===== config.mk =====
export PLATFORM = sky130hd
export DESIGN_NAME = sha256_msg_padder
export DESIGN_NICKNAME = d
export VERILOG_FILES = /design/src/rtl/sha256_msg_padder.sv
export SDC_FILE = /design/constraint.sdc
export NUM_CORES = 1
export LEC_CHECK = 0
export BUFFER_PORTS_ARGS = -buffer_cell sky130_fd_sc_hd__buf_4
export CORE_AREA = 2 2 121 123
export CTS_CLUSTER_DIAMETER = 80
export DETAILED_ROUTE_END_ITERATION = 8
export DIE_AREA = 0 0 123 125
export MAX_ROUTING_LAYER = met4
export PLACE_DENSITY_LB_ADDON = 0.3
export SLEW_MARGIN = 40
export SYNTH_ARGS = -nofsm -noshare
export SYNTH_HDL_FRONTEND = slang
export SYNTH_SLANG_ARGS = --single-unit

===== constraint.sdc =====
create_clock -name clk -period 3.6 [get_ports clk]
set_input_delay 0 -clock clk [delete_from_list [all_inputs] [get_ports clk]]
set_output_delay 0 -clock clk [all_outputs]
set_load 0.1 [all_outputs]

===== src/rtl/sha256_msg_padder.sv =====
// sha256_msg_padder: fetches a message from word-addressed memory and streams it
// as SHA-256 padded 16-word blocks over a valid/ready word interface.
module sha256_msg_padder #(
   parameter int NUM_OF_WORDS = 20
) (
   input  logic        clk,
   input  logic        reset_n,
   input  logic        start,
   input  logic [15:0] message_addr,
   output logic        mem_clk,
   output logic        mem_we,
   output logic [15:0] mem_addr,
   input  logic [31:0] mem_read_data,
   output logic [31:0] blk_word,
   output logic        blk_valid,
   input  logic        blk_ready,
   output logic        blk_last_word,
   output logic        msg_last_block,
   output logic        done
);
   localparam int NB = (NUM_OF_WORDS + 18) / 16;
   localparam logic [9:0]  L_LAST      = 10'(16 * NB - 1);
   localparam logic [9:0]  L_FINAL_BLK = 10'(16 * (NB - 1));
   localparam logic [9:0]  L_W         = 10'(NUM_OF_WORDS);
   localparam logic [31:0] L_BITS      = 32'(NUM_OF_WORDS * 32);

   typedef enum logic [1:0] {S_IDLE, S_RD, S_CAP, S_EMIT} state_t;

   state_t      r_state;
   logic [9:0]  r_n;
   logic [15:0] r_base;
   logic [15:0] r_mem_addr;
   logic [31:0] r_word;
   logic        r_valid;
   logic        r_last_word;
   logic        r_last_block;
   logic [9:0]  w_n1;
   logic [31:0] w_pad;

   assign w_n1  = r_n + 10'd1;
   // Word after the message: the 0x80 marker, the low length word at the very end, zeros between.
   assign w_pad = (w_n1 == L_W) ? 32'h8000_0000 : (w_n1 == L_LAST) ? L_BITS : 32'h0;

   always_ff @(posedge clk or negedge reset_n) begin
      if (!reset_n) begin
         r_state      <= S_IDLE;
         r_n          <= '0;
         r_base       <= '0;
         r_mem_addr   <= '0;
         r_word       <= '0;
         r_valid      <= 1'b0;
         r_last_word  <= 1'b0;
         r_last_block <= 1'b0;
      end else begin
         case (r_state)
            S_IDLE: if (start) begin
               r_base  <= message_addr;
               r_n     <= '0;
               r_state <= S_RD;
            end
            S_RD: begin
               r_mem_addr <= r_base + 16'(r_n);
               r_state    <= S_CAP;
            end
            S_CAP: begin
               r_word       <= mem_read_data;
               r_valid      <= 1'b1;
               r_last_word  <= r_n[3:0] == 4'hF;
               r_last_block <= r_n >= L_FINAL_BLK;
               r_state      <= S_EMIT;
            end
            S_EMIT: if (blk_ready) begin
               r_n <= w_n1;
               if (r_n == L_LAST) begin
                  r_valid <= 1'b0;
                  r_state <= S_IDLE;
               end else if (w_n1 < L_W) begin
                  r_valid <= 1'b0;
                  r_state <= S_RD;
               end else begin
                  r_word       <= w_pad;
                  r_last_word  <= w_n1[3:0] == 4'hF;
                  r_last_block <= w_n1 >= L_FINAL_BLK;
               end
            end
            default: r_state <= S_IDLE;
         endcase
      end
   end

   assign mem_clk        = clk;
   assign mem_we         = 1'b0;
   assign mem_addr       = r_mem_addr;
   assign blk_word       = r_word;
   assign blk_valid      = r_valid;
   assign blk_last_word  = r_last_word;
   assign msg_last_block = r_last_block;
   assign done           = r_state == S_IDLE;
endmodule


After elaboration in Yosys (flattened, before gate mapping)
Cells that the tools add are included.
- logic and storage cells: 60
- latch bits: 0
- input bits: 52
- bits in read-only memories: 0
- bits in registers: 79
- memories kept: 0
- bits in writable memories: 0
- divide/modulo/power cells: 0
- magnitude comparators: 3
- reduce and logical (&&, ||, !) cells: 8
- add/subtract/negate cells: 2
- eq/ne operators: 13
- bitwise operators: 0
- mux-type cells: 26
- multiply operators: 0
- shift operators: 0
- operator list (operator ; number):
    2-to-1 mux 32 bit ; 4
    case mux 32 bit (2 select lines) ; 1
    == test 10 x 5 -> 1 bit (second input constant) ; 3
    2-to-1 mux 10 bit ; 3
    >= comparator 10 x 5 -> 1 bit (second input constant) ; 2
    case mux 10 bit (2 select lines) ; 1
    adder 16 x 10 -> 16 bit ; 1
    adder 10 x 1 -> 10 bit (second input constant) ; 1
    < comparator 10 x 5 -> 1 bit (second input constant) ; 1
    2-to-1 mux 1 bit ; 9
    AND reduction 3 bit ; 3
    == test 4 bit (second input constant) ; 2
    2-to-1 mux 2 bit ; 4
    != test 2 bit (second input constant) ; 4
    case mux 2 bit (4 select lines) ; 1
    case mux 1 bit (2 select lines) ; 3
    == test 2 bit (second input constant) ; 2
    AND reduction 4 bit ; 1
    nonzero test 2 bit ; 2
    != test 3 bit (second input constant) ; 1
    == test 2 x 1 -> 1 bit (second input constant) ; 1
    logical NOT 2 bit ; 1
    AND reduction 2 bit ; 1

Logic depth before layout (Yosys ltp)
- depth after elaboration: 8
- depth in mapped cells: 9

==> flow_metrics.env <==
export IMPL_endpoint_kind="flop"
export IMPL_synthTopCellsByArea="dfrtp_1 48%, mux2_2 6.3%, a22o_1 6.1%"
export IMPL_nNetsFinal=604
export IMPL_worst_r2r_endpoint="blk_last_word"
export IMPL_synth_edff_count=0
export IMPL_wl_per_cell_microns=15.2
export IMPL_syn_area_sq_um=4140
export IMPL_yosysSeqAreaShare_pct=47.8
export IMPL_clock_fmax_mhz=354
export IMPL_std_cell_rows=44
export IMPL_grt_pass1_wl_microns=17500
export IMPL_coreArea_sq_um=14200
export IMPL_wirelength_microns=11000
export IMPL_io_pins=106
export IMPL_stdcell_count=722
export IMPL_cp_top_family="compound AO/OA/AOI/OAI gates"
export IMPL_die_area_sq_um=15400
export IMPL_worst_pin_slew_ps=646
export IMPL_grt_usage_pct=15.0
export IMPL_path_cells="ha_1, nand4_1, o21ai_0, nand3_1, o31ai_4, buf_4, a2111oi_0, a21o_1"
export IMPL_avgSynthCellArea_sq_um=10.9
export IMPL_crit_type="flop to flop"
export IMPL_viasPerCell=4.87
export IMPL_hold_path_class="input pin to flop"
export IMPL_cpPeakStageDelay_ps=600
export IMPL_ys_seq_elements=79
export IMPL_clk_transition_reported_paths_ps=60
export IMPL_crit_path_top_delay_cell="o31ai_4"
export IMPL_critPathBufInv=1
export IMPL_portBuffers=104
export IMPL_outcome="finished clean"
export IMPL_synth_distinct_cells=61
export IMPL_area_delta_synth_final_pct=43.5
export IMPL_drt_iter0_markers=185
export IMPL_period_needed_ps=2820
export IMPL_ys_flop_type="dfrtp_1"
export IMPL_dp_slack_ps=814
export IMPL_arrival_ps=3170
export IMPL_syn_nets=450
export IMPL_die_height_microns=125
export IMPL_use_met2_pct=22.7
export IMPL_initial_core_util_pct=29.1
export IMPL_cts_tree="built"
export IMPL_post_cts_buffers=0
export IMPL_ant_nets=0
export IMPL_finClkSkew_ps=6.71
export IMPL_tns_ps=0
export IMPL_die_w_microns=123
export IMPL_async_flop_share_pct=100
export IMPL_holdWs_ps=26.4
export IMPL_drt_first_pass_iters=4
export IMPL_synth_top_area_share_pct=47.8
export IMPL_yosys_warnings=0
export IMPL_drc=0
export IMPL_drive_gt1_share_pct=29.9
export IMPL_met1_usage_pct=19.4
export IMPL_hold_buffers=50
export IMPL_critical_path_depth=8
export IMPL_cap_violations=0
export IMPL_setup_viol=0
export IMPL_reg2reg_depth=8
export IMPL_fin_ws_ps=776
export IMPL_required_ps=3940
export IMPL_cp_max_fo=11
export IMPL_hold_viol_final=0
export IMPL_num_vias=3519
export IMPL_dp_hpwl_microns=7390
export IMPL_startpoint="r_n[1]"
export IMPL_antenna_cells=0
export IMPL_drv_slew=0
export IMPL_regToRegSetupSlack_ps=780
export IMPL_rsz0062_at_grt="false"
export IMPL_dp_cells=653
export IMPL_r2r_start="r_n[1]"
export IMPL_clkLatencyLatePin_ps=450
export IMPL_grt_antenna_before_repair=0
export IMPL_busiest_layer="met2"
export IMPL_relSlewSlack_pct=57.0
export IMPL_synth_top_area_cell="dfrtp_1"
export IMPL_grt_overflow=0
export IMPL_crit_end="blk_last_word"
export IMPL_cts_resized_gates=0
export IMPL_nFillCells=1336
export IMPL_fin_crit_sh_pct=78.4
export IMPL_start_kind="flop"
export IMPL_use_met3_pct=4.01
export IMPL_place_gp_congestion=0.885
export IMPL_grt_pass1_vias=3520
export IMPL_grt_max_degree=80
export IMPL_syn_inst=379
## cells in the mapped netlist (all sizes together) (2+ instances only)
library cell / n
o21ai: 25
ha: 18
and4: 2
nand4: 6
nor3b: 2
nor2b: 6
a211oi: 4
clkbuf: 11
o21a: 2
nand2: 24
o2111ai: 2
inv: 18
a22o: 29
a21oi: 19
or2: 3
dfrtp: 79
o211ai: 5
xor2: 4
a2111oi: 2
nor3: 2
nand2b: 2
nand3: 6
nor2: 12
o31ai: 8
buf: 10
and2: 4
a31oi: 4
a311oi: 3
a221oi: 2
o22ai: 2
a2bb2oi: 2
and3: 2
mux2: 23
xnor2: 9
a21o: 5
or3: 5
## stage by stage
step	util [%]	cell area, sq um
floorplan	-	4140
global placement	35.7	5070
detailed placement	35.7	5080
CTS	41.7	5930
global route	41.8	5930
finish	41.8	5930
## how the worst min path moves through the flow
stage,slack (ps),end,from,cells past startpoint
floorplan,-300,blk_last_word,reset_n,0
global placement,230,blk_word[21],reset_n,1
detailed placement,100,blk_word[27],reset_n,1
CTS,10,r_state[1],start,5
global route,50,r_state[1],start,5
finish,30,r_state[1],start,5
## tightest hold or removal path, cell delays in order
cell and delay, ps:
buf_4 120, inv_1 40, a2bb2oi_1 110, nand2_1 80, o211ai_1 80
## metal layers
layer	part of all wire (%)	vias up	wire [microns]
met3	5.2	15	568
met1	47	1690	5210
li1	-	1715	-
met5	0	-	0
met2	46	99	5070
met4	1.4	0	155
## flip-flops by register name, summed over array words and instances (netlist names)
name / count
blk_word: 32
mem_addr: 16
r_base: 16
r_n: 10
r_state: 2
blk_last_word: 1
blk_valid: 1
msg_last_block: 1
## layout by cell type (no fill, tap or decap), types with 2 or more instances in the layout
cell,instances
clkbuf_16,12
o21a_1,2
buf_4,110
and3_1,2
nand2_1,23
or3_1,5
nand3_1,6
nor3b_1,2
inv_1,18
a21o_1,5
and4_1,2
nand2b_1,2
dlygate4sd3_1,50
nor2b_1,5
a211oi_1,4
a311oi_1,3
dfrtp_1,79
a2bb2oi_1,2
nor2_1,12
o22ai_1,2
o21ai_0,25
xor2_1,4
o31ai_1,7
clkbuf_1,2
or2_2,3
a22o_1,29
o211ai_1,5
clkinvlp_4,2
mux2_2,23
a221oi_1,2
xnor2_1,9
a31oi_1,4
a21oi_1,18
clkbuf_8,2
and2_1,3
ha_1,18
nand4_1,6
## area by class of cell
cell class / count / area [sq um] / area share [%]
Multi-Input combinational cell: 260 / 1960 / 33.1
Clock buffer: 16 / 329 / 5.55
Clock inverter: 4 / 28.8 / 0.485
Timing Repair Buffer: 160 / 1330 / 22.5
Inverter: 19 / 71.3 / 1.20
Sequential cell: 79 / 1980 / 33.3
Tap cell: 184 / 230 / 3.88
## logic make-up after synthesis
group	share of synthesized area, %
DFF	47.8
adders and majority gates	5.93
and+or+nand+nor	10.5
muxes	6.26
buffers and inverters	4.81
xor gates and xnor gates	2.75
other	0.0907
AOI/OAI and AO/OA	21.8
Power is not shown: default switching activity piles up to over one toggle a cycle in this logic, so the estimate is an artifact.
